--- src/rtl/vip_out_reader.sv ---
// vip_out_reader: drains result words from the accelerator output FIFO into
// result memory, one WIDTH*HEIGHT frame per start pulse.
// A 2-entry skid buffer plus a one-deep in-flight flag absorbs the 1-cycle
// FIFO read latency, so a stalled memory port never loses a word.
// The end-of-frame tag (bit DWIDTH) is checked against the word index, but
// frame length always comes from the word count, never from the tag.
// Optional build macro VIP_OUT_RELU_EN: when defined, a negative payload is
// written as zero.  This is applied as the word enters the skid buffer.
module vip_out_reader #(
   parameter int DWIDTH    = 32,
   parameter int WIDTH     = 56,
   parameter int HEIGHT    = 56,
   parameter int AWIDTH    = 16,
   parameter int ADDR_STEP = 1
) (
   input  logic                                 clock,
   input  logic                                 resetn,
   input  logic                                 start,
   input  logic [AWIDTH-1:0]                    base_addr,
   input  logic [DWIDTH:0]                      fifo_out_data,
   output logic                                 fifo_out_rdreq,
   input  logic                                 fifo_out_empty,
   output logic [AWIDTH-1:0]                    mem_addr,
   output logic [DWIDTH-1:0]                    mem_wdata,
   output logic                                 mem_we,
   input  logic                                 mem_ready,
   output logic                                 busy,
   output logic                                 done,
   output logic                                 err_last,
   output logic [$clog2(WIDTH*HEIGHT+1)-1:0]    pix_count
);

   localparam int FRAME = WIDTH * HEIGHT;
   localparam int CW    = $clog2(FRAME + 1);
   localparam logic [CW-1:0] LAST_IDX  = CW'(FRAME - 1);
   localparam logic [CW-1:0] FRAME_LEN = CW'(FRAME);

   typedef enum logic [1:0] {
      ST_IDLE = 2'd0,
      ST_RUN  = 2'd1,
      ST_DONE = 2'd2
   } state_t;

   state_t              state_q, state_d;
   logic [AWIDTH-1:0]   addr_q, addr_d;
   logic [CW-1:0]       pix_q, pix_d;
   logic [CW-1:0]       popped_q, popped_d;
   logic [CW-1:0]       capt_q, capt_d;
   logic                infl_q, infl_d;
   logic [1:0]          cnt_q, cnt_d;
   logic [DWIDTH-1:0]   buf0_q, buf0_d;
   logic [DWIDTH-1:0]   buf1_q, buf1_d;
   logic                err_q, err_d;
   logic                done_q, done_d;
   logic                busy_q, busy_d;

   logic                accept_s;
   logic                capture_s;
   logic                rdreq_s;
   logic [2:0]          occ_s;
   logic [DWIDTH-1:0]   cap_word_s;

   // Payload shaping at capture: optional clamp of negative values to zero.
   function automatic logic [DWIDTH-1:0] shape_payload(input logic [DWIDTH-1:0] v);
`ifdef VIP_OUT_RELU_EN
      if (v[DWIDTH-1]) begin
         return {DWIDTH{1'b0}};
      end else begin
         return v;
      end
`else
      return v;
`endif
   endfunction

   assign fifo_out_rdreq = rdreq_s;
   assign mem_we         = (cnt_q != 2'd0);
   assign mem_wdata      = buf0_q;
   assign mem_addr       = addr_q;
   assign busy           = busy_q;
   assign done           = done_q;
   assign err_last       = err_q;
   assign pix_count      = pix_q;

   // Next-state logic: FSM, FIFO pop request, skid buffer, tag check, write side.
   always_comb begin
      state_d    = state_q;
      addr_d     = addr_q;
      pix_d      = pix_q;
      popped_d   = popped_q;
      capt_d     = capt_q;
      cnt_d      = cnt_q;
      buf0_d     = buf0_q;
      buf1_d     = buf1_q;
      err_d      = err_q;
      done_d     = 1'b0;
      busy_d     = busy_q;
      accept_s   = 1'b0;
      capture_s  = 1'b0;
      rdreq_s    = 1'b0;
      occ_s      = {1'b0, cnt_q} + {2'b00, infl_q};
      cap_word_s = shape_payload(fifo_out_data[DWIDTH-1:0]);

      case (state_q)
         ST_IDLE: begin
            if (start) begin
               state_d  = ST_RUN;
               busy_d   = 1'b1;
               addr_d   = base_addr;
               pix_d    = {CW{1'b0}};
               popped_d = {CW{1'b0}};
               capt_d   = {CW{1'b0}};
               cnt_d    = 2'd0;
               err_d    = 1'b0;
            end else begin
               state_d  = ST_IDLE;
            end
         end
         ST_RUN: begin
            accept_s  = (cnt_q != 2'd0) && mem_ready;
            capture_s = infl_q;
            // A word accepted this cycle frees its slot in time for the next capture.
            if (!fifo_out_empty && (cnt_q != 2'd2) && (popped_q < FRAME_LEN) &&
                ((occ_s < 3'd2) || (accept_s && (occ_s < 3'd3)))) begin
               rdreq_s  = 1'b1;
               popped_d = popped_q + CW'(1);
            end else begin
               rdreq_s  = 1'b0;
            end

            case ({accept_s, capture_s})
               2'b11: begin
                  if (cnt_q == 2'd1) begin
                     buf0_d = cap_word_s;
                  end else begin
                     buf0_d = buf1_q;
                     buf1_d = cap_word_s;
                  end
               end
               2'b10: begin
                  buf0_d = buf1_q;
                  cnt_d  = cnt_q - 2'd1;
               end
               2'b01: begin
                  if (cnt_q == 2'd0) begin
                     buf0_d = cap_word_s;
                  end else begin
                     buf1_d = cap_word_s;
                  end
                  cnt_d = cnt_q + 2'd1;
               end
               default: begin
                  cnt_d = cnt_q;
               end
            endcase

            if (capture_s) begin
               capt_d = capt_q + CW'(1);
               if (capt_q == LAST_IDX) begin
                  err_d = err_q | ~fifo_out_data[DWIDTH];
               end else begin
                  err_d = err_q | fifo_out_data[DWIDTH];
               end
            end else begin
               capt_d = capt_q;
            end

            if (accept_s) begin
               addr_d = addr_q + AWIDTH'(ADDR_STEP);
               pix_d  = pix_q + CW'(1);
               if (pix_q == LAST_IDX) begin
                  state_d = ST_DONE;
                  done_d  = 1'b1;
               end else begin
                  state_d = ST_RUN;
               end
            end else begin
               pix_d = pix_q;
            end
         end
         ST_DONE: begin
            state_d = ST_IDLE;
            busy_d  = 1'b0;
         end
         default: begin
            state_d = ST_IDLE;
            busy_d  = 1'b0;
         end
      endcase
   end

   // State registers with asynchronous active-low reset.
   always_ff @(posedge clock or negedge resetn) begin
      if (!resetn) begin
         state_q  <= ST_IDLE;
         addr_q   <= {AWIDTH{1'b0}};
         pix_q    <= {CW{1'b0}};
         popped_q <= {CW{1'b0}};
         capt_q   <= {CW{1'b0}};
         infl_q   <= 1'b0;
         cnt_q    <= 2'd0;
         buf0_q   <= {DWIDTH{1'b0}};
         buf1_q   <= {DWIDTH{1'b0}};
         err_q    <= 1'b0;
         done_q   <= 1'b0;
         busy_q   <= 1'b0;
      end else begin
         state_q  <= state_d;
         addr_q   <= addr_d;
         pix_q    <= pix_d;
         popped_q <= popped_d;
         capt_q   <= capt_d;
         infl_q   <= rdreq_s;
         cnt_q    <= cnt_d;
         buf0_q   <= buf0_d;
         buf1_q   <= buf1_d;
         err_q    <= err_d;
         done_q   <= done_d;
         busy_q   <= busy_d;
      end
   end

endmodule
--- config.mk ---
export PLATFORM = sky130hd
export DESIGN_NAME = vip_out_reader
export DESIGN_NICKNAME = d
export VERILOG_FILES = /design/src/rtl/vip_out_reader.sv
export SDC_FILE = /design/constraint.sdc
export NUM_CORES = 1
export LEC_CHECK = 0
export ABC_AREA = 1
export CAP_MARGIN = 0
export CORE_MARGIN = 5
export CORE_UTILIZATION = 35
export DETAILED_ROUTE_END_ITERATION = 8
export DONT_BUFFER_PORTS = 1
export GPL_TIMING_DRIVEN = 0
export PLACE_DENSITY_LB_ADDON = 0.05
export SETUP_SLACK_MARGIN = 0.2
export SLEW_MARGIN = 30
export SYNTH_ARGS = -nofsm -noshare
export SYNTH_HDL_FRONTEND = slang
export SYNTH_SLANG_ARGS = --single-unit
--- constraint.sdc ---
create_clock -name clock -period 3.9 [get_ports clock]
set_input_delay 0.78 -clock clock [delete_from_list [all_inputs] [get_ports clock]]
set_output_delay 0.78 -clock clock [all_outputs]
set_load 0.05 [all_outputs]
==> results of run 1 <==
==> per-layer routing <==
metal,share of wire [%],global-route usage (%)
met3,5.0,4.498
met1,49,26.02
met4,1.1,4.878
met2,45,28.04
met5,0.093,0
==> how the worst max path moves through the flow <==
stage	startpoint	to	slack, ns	depth (start not counted)
3_3_place_gp	cnt_q[0]	fifo_out_rdreq	1.05	7
2_1_floorplan	cnt_q[0]	fifo_out_rdreq	1.40	7
6_report	cnt_q[0]	fifo_out_rdreq	0.63	7
3_5_place_dp	cnt_q[0]	fifo_out_rdreq	1.05	7
5_1_grt	cnt_q[0]	fifo_out_rdreq	0.52	7
4_1_cts	cnt_q[0]	fifo_out_rdreq	0.60	7
==> stage by stage <==
| step | cells | area, um^2 | setup WS [ns] | hold slack [ns] |
|---|---|---|---|---|
| after CTS | 1333 | 8253 | 0.6002 | 0.03910 |
| final | 1333 | 8253 | 0.6320 | 0.05766 |
| after global placement | 1302 | 7645 | 1.050 | 0.4901 |
| after detailed placement | 1302 | 7645 | 1.045 | 0.4895 |
| after global routing | 1333 | 8253 | 0.5152 | 0.03669 |
| after floorplan | 1032 | 7307 | 1.395 | 0.4748 |
==> worst reg2reg max path: stages, from the launching register on <==
cell and delay (ns):
sky130_fd_sc_hd__dfrtp_1 0.40, sky130_fd_sc_hd__inv_1 0.13, sky130_fd_sc_hd__ha_1 0.32, sky130_fd_sc_hd__inv_2 0.20, sky130_fd_sc_hd__nand2_4 0.16, sky130_fd_sc_hd__inv_2 0.09
sky130_fd_sc_hd__ha_1 0.27, sky130_fd_sc_hd__buf_2 0.20, sky130_fd_sc_hd__clkbuf_1 0.41, sky130_fd_sc_hd__o21ai_0 0.16, sky130_fd_sc_hd__a21oi_1 0.16, sky130_fd_sc_hd__o21ai_1 0.14
sky130_fd_sc_hd__nand2_1 0.08
==> cell type report <==
cell class / instances / area [um^2]
fillers: 2191 / 12110
multi-input cells: 740 / 3522
flip-flops and latches: 124 / 3103
clock buffers: 20 / 466.7
inverters: 121 / 456.7
well taps: 270 / 337.8
plain buffers: 47 / 225.2
clock inverters: 11 / 141.4
==> logic make-up (layout without fill, tap and decap cells) <==
| logic type | after synthesis | in the layout | synth area share [%] |
|---|---|---|---|
| XOR/XNOR | 10 | 10 | 1.199 |
| buffers and inverters | 168 | 199 | 9.332 |
| AND/OR/NAND/NOR | 489 | 489 | 28.08 |
| adder cells (fa/ha/maj) | 13 | 13 | 2.226 |
| flip-flops | 124 | 124 | 42.47 |
| AO/OA/AOI/OAI | 228 | 228 | 16.70 |
==> layout by cell type, fill, tap and decap left out, types with 3 or more instances in the layout <==
cell type and instances:
sky130_fd_sc_hd__a21oi_1 40, sky130_fd_sc_hd__ha_1 13, sky130_fd_sc_hd__clkbuf_1 17, sky130_fd_sc_hd__o22ai_1 3
sky130_fd_sc_hd__nor2_2 3, sky130_fd_sc_hd__nand2_1 285, sky130_fd_sc_hd__clkbuf_16 17, sky130_fd_sc_hd__xor2_1 8
sky130_fd_sc_hd__o21ai_0 104, sky130_fd_sc_hd__inv_2 5, sky130_fd_sc_hd__nand2_4 4, sky130_fd_sc_hd__clkbuf_8 3
sky130_fd_sc_hd__bufinv_16 3, sky130_fd_sc_hd__buf_4 3, sky130_fd_sc_hd__clkinv_2 4, sky130_fd_sc_hd__buf_2 24
sky130_fd_sc_hd__inv_1 115, sky130_fd_sc_hd__dfrtp_1 124, sky130_fd_sc_hd__o21ai_1 66, sky130_fd_sc_hd__nand4_1 27
sky130_fd_sc_hd__clkinvlp_4 3, sky130_fd_sc_hd__nand3_1 48, sky130_fd_sc_hd__nor2_1 113
==> flip-flops by register name (all words and copies together) (netlist names) <==
name	cells
buf1_q	32
mem_wdata	32
mem_addr	16
capt_q	12
pix_count	12
popped_q	12
cnt_q	2
state_q	2
busy	1
done	1
err_last	1
infl_q	1
==> power by group through the flow <==
stage,combinational (uW),clock [uW],sequential (uW)
after CTS,2680,1690,3250
after global routing,3070,1740,3330
after global placement,2660,0,3270
after floorplan,2020,0,3090
after detailed placement,2670,0,3270
final,2640,1650,3240
==> impl_metrics.toml, run 1 <==
[status]
outcome = "finished clean"

[setup_path]
timing.critical_path.mode_cell = "sky130_fd_sc_hd__inv_1"
critical_path.max_fanout = 10
worst_path_dominant_cell_family = "buffers and inverters"
timing.setup.critical_path_class = "reg -> out"
crit_required_ns = 3.12
regToRegSetupSlack_ns = 1.10
timing.rr.end = "mem_wdata[25]"
reg2reg_from = "cnt_q[0]"
r2r.worst_path.cells = 12
worst-endpoint-arrival_ns = 2.49
critPathLaunchType = "flip-flop"
crit_path_top_delay_cell = "sky130_fd_sc_hd__inv_1"
critical-path-max-stage-delay_ns = 0.48
worstPathBufferInverterCount = 3
crit_chain = "inv_1 -> ha_1 -> inv_2 -> nand2_4 -> o21bai_2 -> nand3_4 -> inv_1"
worst_setup_path_end_kind = "output pin"

[synthesis]
synth.top_cells.by_area = "sky130_fd_sc_hd__dfrtp_1 42%, sky130_fd_sc_hd__nand2_1 15%, sky130_fd_sc_hd__o21ai_0 7.1%"
synth_enable_flop_cells = 0
synth_sequential_area_ratio_pct = 42.47
syn_inst = 1032
synth_cell_type_count = 39
syn_area_um2 = 7307
synth.top_cell.area_share_pct = 42.47
syn-mean-instance-area_um2 = 7.080
synth-async-reset-ratio_pct = 100.0
synth_area_leader_cell = "sky130_fd_sc_hd__dfrtp_1"
ys_warn_count = 0
ys_top_cells_by_count = "285 x sky130_fd_sc_hd__nand2_1, 124 x sky130_fd_sc_hd__dfrtp_1, 115 x sky130_fd_sc_hd__inv_1"
most_common_cell_in_the_netlist = "sky130_fd_sc_hd__nand2_1"
postSynthRegisterBits = 124
postSynthNetCount = 1099
synthFlopType = "sky130_fd_sc_hd__dfrtp_1"

[clock_tree]
cts_tree = "yes"
cts_htree_levels = 4
post_cts.resized_instances = 0
setup_fix_bufs_post_cts = 0
hold_buffers = 0
clk-insertion-delay-late_ns = 0.42
clock_transition_time_at_the_flip_flop_clock_pins_of_the_worst_setup_and_hold_paths_ns = 0.06
clock-sinks = 124
clock_tree.buffer_depth = 2
numCtsBuffers = 17
cts_root_buf = "sky130_fd_sc_hd__clkbuf_16"

[floorplan]
dieArea_um2 = 23870
rows = 52
die_h_um = 154.5
pin_count = 119
die_width_um = 154.5
core_area_um2 = 20360
initial_utilization_pct = 35.88

[cells_and_area]
drive_gt1_share_pct = 7.808
layout.nets = 1118
post_layout_util_pct = 40.53
flow.area_growth_from_synthesis_pct = 12.95
diodes = 0

[sta]
period_share_pct = 83.79
layout_min_cycle_time_ns = 3.268
grt_setup_unrepaired = "false"
max_slew_margin_pct = 55.80
setup_tns_ns = 0
report.final.slew_viol_count = 0
tightestPinTransition_ns = 0.6631
achievable_frequency_mhz = 306.0
report.final.setup_viol = 0
timing_hold_violations_final = 0
timing.clock.skew_ns = 0.01387

[grt]
grt_max_degree = 125
grt_overflow = 0
grt_pass1_vias = 6461
antenna_found_initial = 1
grt_use_total_pct = 18.33
global_route_wire_length_before_repair_um = 35380

[placement]
hpwl_um = 15180
gpl.final_weighted_congestion = 0.8496
placement.io_buffers = 0

[power]
power.combinational.fraction_pct = 35.1
power.sequential.fraction_pct = 43.0
total_power_uw = 7524
switching_share_pct = 50.57
power.density_cell_area_nw_per_um2 = 911.7
total_leakage_power_uw = 0.003920
irDropWorstVdd_uv = 352.7
power_switching_uw = 3805
clockPowerShare_pct = 21.9
internal-power_uw = 3719

[route]
route.detailed.drc = 0
postRouteAntennaNets = 0
postRouteWirelength_um = 21550
routed_via_count_divided_by_cell_count = 4.919
drt-pass1-iter-count = 8
detail_route.wl_per_cell_um = 16.17
first_iter_violations = 427
detailroute.via_count = 6557

[job]
max_cap_violations = 0

[min_path]
hp-class = "in -> async"
(Power assumes the default switching activity.)
==> inputs of run 2 (changes only) <==
==> constraint.sdc (replaced) <==
create_clock -name clock -period 3 [get_ports clock]
set_input_delay 0.6 -clock clock [delete_from_list [all_inputs] [get_ports clock]]
set_output_delay 0.6 -clock clock [all_outputs]
set_load 0.05 [all_outputs]
==> run 2 against run 1 <==
Against the previous run: the run now ends with hold timing left; sequential share of layout area fell by 0.091 points; clock power grew 30%; routed wire length hardly changed; utilization up 0.098 points; final cell count barely moved; combinational power is 31% higher; setup slack got worse by 0.25 ns; largest power group unchanged.
==> impl_metrics.toml, run 2 (same netlist as run 1, synthesis figures left out) <==
[cells_and_area]
layout.nets = 1119
drive_gt1_share_pct = 8.365
diodes = 0
fin_cells = 1334
flow.area_growth_from_synthesis_pct = 13.22
layout_common_cells = "285 x sky130_fd_sc_hd__nand2_1, 124 x sky130_fd_sc_hd__dfrtp_1, 114 x sky130_fd_sc_hd__inv_1"
layout_commonest_cell = "sky130_fd_sc_hd__nand2_1"
finish.instance_area_um2 = 8273
fillCellCount = 2195

[setup_path]
timing.setup.critical_path_class = "reg -> out"
critPathLaunchType = "flip-flop"
critical_path.max_fanout = 5
reg2reg_from = "cnt_q[0]"
timing.rr.end = "mem_wdata[20]"
worst-endpoint-arrival_ns = 2.02
worst_setup_path_end_kind = "output pin"
r2r.worst_path.cells = 11
regToRegSetupSlack_ns = 0.40
crit_required_ns = 2.40

[floorplan]
dieArea_um2 = 23870
die_h_um = 154.5
pin_count = 119
core_area_um2 = 20360
die_width_um = 154.5
initial_utilization_pct = 35.88
rows = 52

[sta]
tightestPinTransition_ns = 0.6691
fin_hold_ws_ns = -0.1166
layout_min_cycle_time_ns = 2.623
max_slew_margin_pct = 55.39
achievable_frequency_mhz = 381.3
timing_hold_violations_final = 124
period_share_pct = 87.42
report.final.setup_viol = 0
timing.clock.skew_ns = 0.01331
grt_setup_unrepaired = "false"
setup_tns_ns = 0
report.final.slew_viol_count = 0

[route]
first_iter_violations = 486
drt-pass1-iter-count = 7
postRouteWirelength_um = 21570
detailroute.via_count = 6588
routed_via_count_divided_by_cell_count = 4.939
detail_route.wl_per_cell_um = 16.17
postRouteAntennaNets = 0
route.detailed.drc = 0

[power]
clockPowerShare_pct = 21.8
irDropWorstVdd_uv = 458.4
power.sequential.fraction_pct = 42.9
internal-power_uw = 4858
switching_share_pct = 50.48
power.combinational.fraction_pct = 35.3
total_leakage_power_uw = 0.003925
power.density_cell_area_nw_per_um2 = 1186
power_switching_uw = 4952

[status]
failed_checks = "hold timing"
outcome = "finished, violations left"

[grt]
grt_max_degree = 125
grt_use_total_pct = 18.34
global_route_wire_length_before_repair_um = 35380
antenna_found_initial = 1
grt_overflow = 0
grt_pass1_vias = 6463

[clock_tree]
clock_transition_time_at_the_flip_flop_clock_pins_of_the_worst_setup_and_hold_paths_ns = 0.06
clock_tree.buffer_depth = 2
clk-insertion-delay-late_ns = 0.42
clock-sinks = 124
cts_root_buf = "sky130_fd_sc_hd__clkbuf_16"
cts_tree = "yes"
numCtsBuffers = 17
cts_htree_levels = 4

[placement]
hpwl_um = 15180
postPlaceCellArea_um2 = 7645
post-place-cells = 1302
gpl.final_weighted_congestion = 0.8496
placement.io_buffers = 0

[min_path]
hp-class = "in -> async"

[job]
max_cap_violations = 0
[run 2: cell count changes in the layout (fill, tap and decap cells not counted)]
cell                         change
sky130_fd_sc_hd__buf_4           +1
sky130_fd_sc_hd__clkinvlp_4      +1
sky130_fd_sc_hd__inv_1           -1
sky130_fd_sc_hd__ha_2            +1
sky130_fd_sc_hd__ha_1            -1
sky130_fd_sc_hd__clkbuf_2        +3
sky130_fd_sc_hd__inv_2           -1
sky130_fd_sc_hd__clkbuf_1        -3
sky130_fd_sc_hd__inv_4           +1
[run 2: repair_timing]
| item | 4_1_cts | 5_1_grt |
|---|---|---|
| resized for setup | 3 | 6 |
| buffers inserted | 0 | 1 |
| pin swaps | 1 | 1 |
| endpoints found under the setup margin | 2 | 16 |
| endpoints found under the hold margin | 124 | 124 |
[run 2: layer usage]
layer | routed length [um] | track usage (%)
met1 | 10370 | 26.09
met2 | 9683 | 27.97
met3 | 1243 | 4.498
met4 | 247 | 4.878
met5 | 20 | 0
[run 2: layout make-up]
class | count | area (um^2) | share of cell area, %
plain buffers | 47 | 229.0 | 2.768
well taps | 270 | 337.8 | 4.083
repair buffers | 1 | 7.507 | 0.09074
multi-input cells | 740 | 3525 | 42.60
flip-flops and latches | 124 | 3103 | 37.51
inverters | 121 | 462.9 | 5.596
clock inverters | 11 | 141.4 | 1.709
clock buffers | 20 | 466.7 | 5.641
[run 2: worst max-delay path, stage by stage, from the launching register on]
cell and delay [ns]:
sky130_fd_sc_hd__dfrtp_1 0.37, sky130_fd_sc_hd__inv_1 0.10, sky130_fd_sc_hd__ha_2 0.26, sky130_fd_sc_hd__inv_4 0.17, sky130_fd_sc_hd__nand2_4 0.11, sky130_fd_sc_hd__o21bai_2 0.21
sky130_fd_sc_hd__nand3_4 0.11, sky130_fd_sc_hd__clkinvlp_4 0.26
[run 2: per-stage QoR]
stage,worst slack [ns],util [%],power [uW]
2_1_floorplan,0.6754,-,6641
3_3_place_gp,0.1713,37.54,7706
3_5_place_dp,0.1933,37.54,7722
4_1_cts,0.2079,40.57,9918
5_1_grt,0.2024,40.62,10610
6_report,0.3773,40.62,9810
[run 2: power groups by stage]
stage          Sequential [uW]  Clock (uW)  Combinational [uW]
2_1_floorplan             4020           0                2620
4_1_cts                   4220        2190                3500
6_report                  4210        2140                3470
5_1_grt                   4320        2270                4020
3_5_place_dp              4240           0                3480
3_3_place_gp              4250           0                3450
[run 2: how the worst max path moves through the flow]
stage,slack [ns],end,from
2_1_floorplan,0.68,fifo_out_rdreq,cnt_q[0]
3_3_place_gp,0.17,mem_wdata[25],cnt_q[1]
3_5_place_dp,0.19,mem_wdata[25],cnt_q[1]
4_1_cts,0.21,fifo_out_rdreq,cnt_q[0]
5_1_grt,0.20,mem_wdata[16],cnt_q[0]
6_report,0.38,fifo_out_rdreq,cnt_q[0]
==> inputs of run 3 (changes only) <==
--- a/config.mk
+++ b/config.mk
@@ -7,6 +7,7 @@
 export LEC_CHECK = 0
 export ABC_AREA = 1
 export CAP_MARGIN = 0
+export CORE_ASPECT_RATIO = 1.2
 export CORE_MARGIN = 5
 export CORE_UTILIZATION = 35
 export DETAILED_ROUTE_END_ITERATION = 8
==> run 3 against run 2 <==
Against the previous run: the run still ends with hold timing left; sequential cell count unchanged; sequential share of layout area unchanged; combinational power decreased by 1%; die area about the same; non-clock buffer count unchanged; clock skew decreased by 0.0016 ns; via count decreased by 0.23%; total power decreased by 0.42%; setup slack got worse by 0.023 ns; fmax decreased by 0.86%; count of clock-buffer cells in the layout increased by 2; first-iteration DRC count decreased by 44%; critical path type unchanged; critical endpoint unchanged; largest cell class unchanged.
==> impl_metrics.toml, run 3 (same netlist as run 1, synthesis figures left out) <==
[status]
outcome = "finished, violations left"
failed_checks = "hold timing"

[power]
power_switching_uw = 4920
total_leakage_power_uw = 0.003933
power.sequential.fraction_pct = 43.1
switching_share_pct = 50.37
internal-power_uw = 4848
power.combinational.fraction_pct = 35.1
clockPowerShare_pct = 21.8
total_power_uw = 9769
power.density_cell_area_nw_per_um2 = 1181
irDropWorstVdd_uv = 503.9

[floorplan]
initial_utilization_pct = 35.21
core_area_um2 = 20750
pin_count = 119
dieArea_um2 = 23880
die_width_um = 141.9
rows = 58
die_h_um = 168.3

[cells_and_area]
diodes = 0
flow.area_growth_from_synthesis_pct = 13.22
layout.nets = 1119
layout.area.seq_um2 = 3103
multiInputGateArea_um2 = 3522
layout_commonest_cell = "sky130_fd_sc_hd__nand2_1"
fillCellCount = 2247
layout_common_cells = "285 x sky130_fd_sc_hd__nand2_1, 124 x sky130_fd_sc_hd__dfrtp_1, 114 x sky130_fd_sc_hd__inv_1"
drive_gt1_share_pct = 8.545

[setup_path]
crit_path_top_delay_cell = "sky130_fd_sc_hd__dfrtp_1"
reg2reg_from = "cnt_q[0]"
critical-path-max-stage-delay_ns = 0.38
timing.rr.end = "mem_wdata[10]"
critPathLaunchType = "flip-flop"
worst_setup_path_end_kind = "output pin"
regToRegSetupSlack_ns = 0.42
crit_chain = "inv_1 -> ha_1 -> inv_4 -> nand2_4 -> o21bai_2 -> nand3_4 -> clkinvlp_4"
worst-endpoint-arrival_ns = 2.05
timing.setup.critical_path_class = "reg -> out"
critical_path.max_fanout = 5
crit_required_ns = 2.40
r2r.worst_path.cells = 12

[sta]
layout_min_cycle_time_ns = 2.646
setup_tns_ns = 0
achievable_frequency_mhz = 378.0
report.final.setup_viol = 0
timing_hold_violations_final = 124
grt_setup_unrepaired = "true"
report.final.slew_viol_count = 0
fin_hold_ws_ns = -0.1264
timing.clock.skew_ns = 0.01172
period_share_pct = 88.18
tightestPinTransition_ns = 0.6615
max_slew_margin_pct = 55.90

[route]
detail_route.wl_per_cell_um = 16.14
routed_via_count_divided_by_cell_count = 4.924
postRouteAntennaNets = 0
postRouteWirelength_um = 21550
first_iter_violations = 271
detailroute.via_count = 6573
route.detailed.drc = 0
drt-pass1-iter-count = 5

[clock_tree]
cts_tree = "yes"
cts_htree_levels = 4
clk-insertion-delay-late_ns = 0.42
cts_root_buf = "sky130_fd_sc_hd__clkbuf_16"
clock_tree.buffer_depth = 2
numCtsBuffers = 17
clock_transition_time_at_the_flip_flop_clock_pins_of_the_worst_setup_and_hold_paths_ns = 0.06
clock-sinks = 124

[placement]
placement.io_buffers = 0
hpwl_um = 15250
gpl.final_weighted_congestion = 0.7919

[job]
max_cap_violations = 0

[grt]
antenna_found_initial = 0
global_route_wire_length_before_repair_um = 35110
grt_max_degree = 125
grt_use_total_pct = 18.37
grt_overflow = 0
grt_pass1_vias = 6504

[min_path]
hp-class = "in -> async"
==> run 3: cell count changes in the layout (fill, tap and decap cells not counted), sizes merged <==
cell / before / now
inv: 121 / 120
clkbuf: 37 / 41
buf: 31 / 29
==> run 3: power by group through the flow <==
| stage | Combinational, uW | Clock [uW] | Sequential, uW |
|---|---|---|---|
| finish | 3430 | 2130 | 4210 |
| global route | 3950 | 2260 | 4330 |
| floorplan | 2620 | 0 | 4020 |
| detailed placement | 3450 | 0 | 4250 |
| global placement | 3430 | 0 | 4260 |
| CTS | 3480 | 2180 | 4230 |
==> run 3: layout make-up <==
type                       instances  share of cell area (%)
inverter                         121                   5.596
clock buffer                      22                   5.611
multi-input combinational        740                   42.57
tap                              270                   4.083
timing repair buffer               1                 0.09074
clock inverter                    10                   1.694
buffer                            47                   2.843
sequential                       124                   37.51
==> run 3: stage by stage <==
step	util [%]	setup slack (ns)	area (um^2)	cells
floorplan	-	0.6754	7307	1032
global placement	36.83	0.2448	7645	1302
detailed placement	36.83	0.2457	7645	1302
CTS	39.81	0.2969	8263	1335
global route	39.86	0.1680	8273	1335
finish	39.86	0.3545	8273	1335
==> run 3: how the worst max path moves through the flow <==
stage,from,endpoint,cells past startpoint
after floorplan,cnt_q[0],fifo_out_rdreq,7
after global placement,cnt_q[0],cnt_q[0],12
after detailed placement,cnt_q[0],cnt_q[0],12
after CTS,cnt_q[0],fifo_out_rdreq,7
after global routing,cnt_q[0],mem_wdata[13],11
final,cnt_q[0],fifo_out_rdreq,7
==> run 3: worst max-delay path: cells and delay by family, from the launching register on <==
family | cells | cell delay, ns
compound gates | 1 | 0.19
buf+inv | 3 | 0.54
fa+ha+maj | 1 | 0.29
flops | 1 | 0.38
simple gates | 2 | 0.21
==> run 3: timing repair <==
item                       CTS  global route
setup endpoints to repair    1            13
pin swaps                    1             0
buffers inserted             1             0
hold endpoints to repair   124           124
gates resized for setup      2            14
==> run 3: routing by layer <==
metal	share of wire (%)	track usage (%)	vias up
met5	0	0	-
met4	0.78	4.257	0
met3	6.5	5.682	13
met2	49	30.95	135
met1	44	23.04	3043
li1	-	-	3382
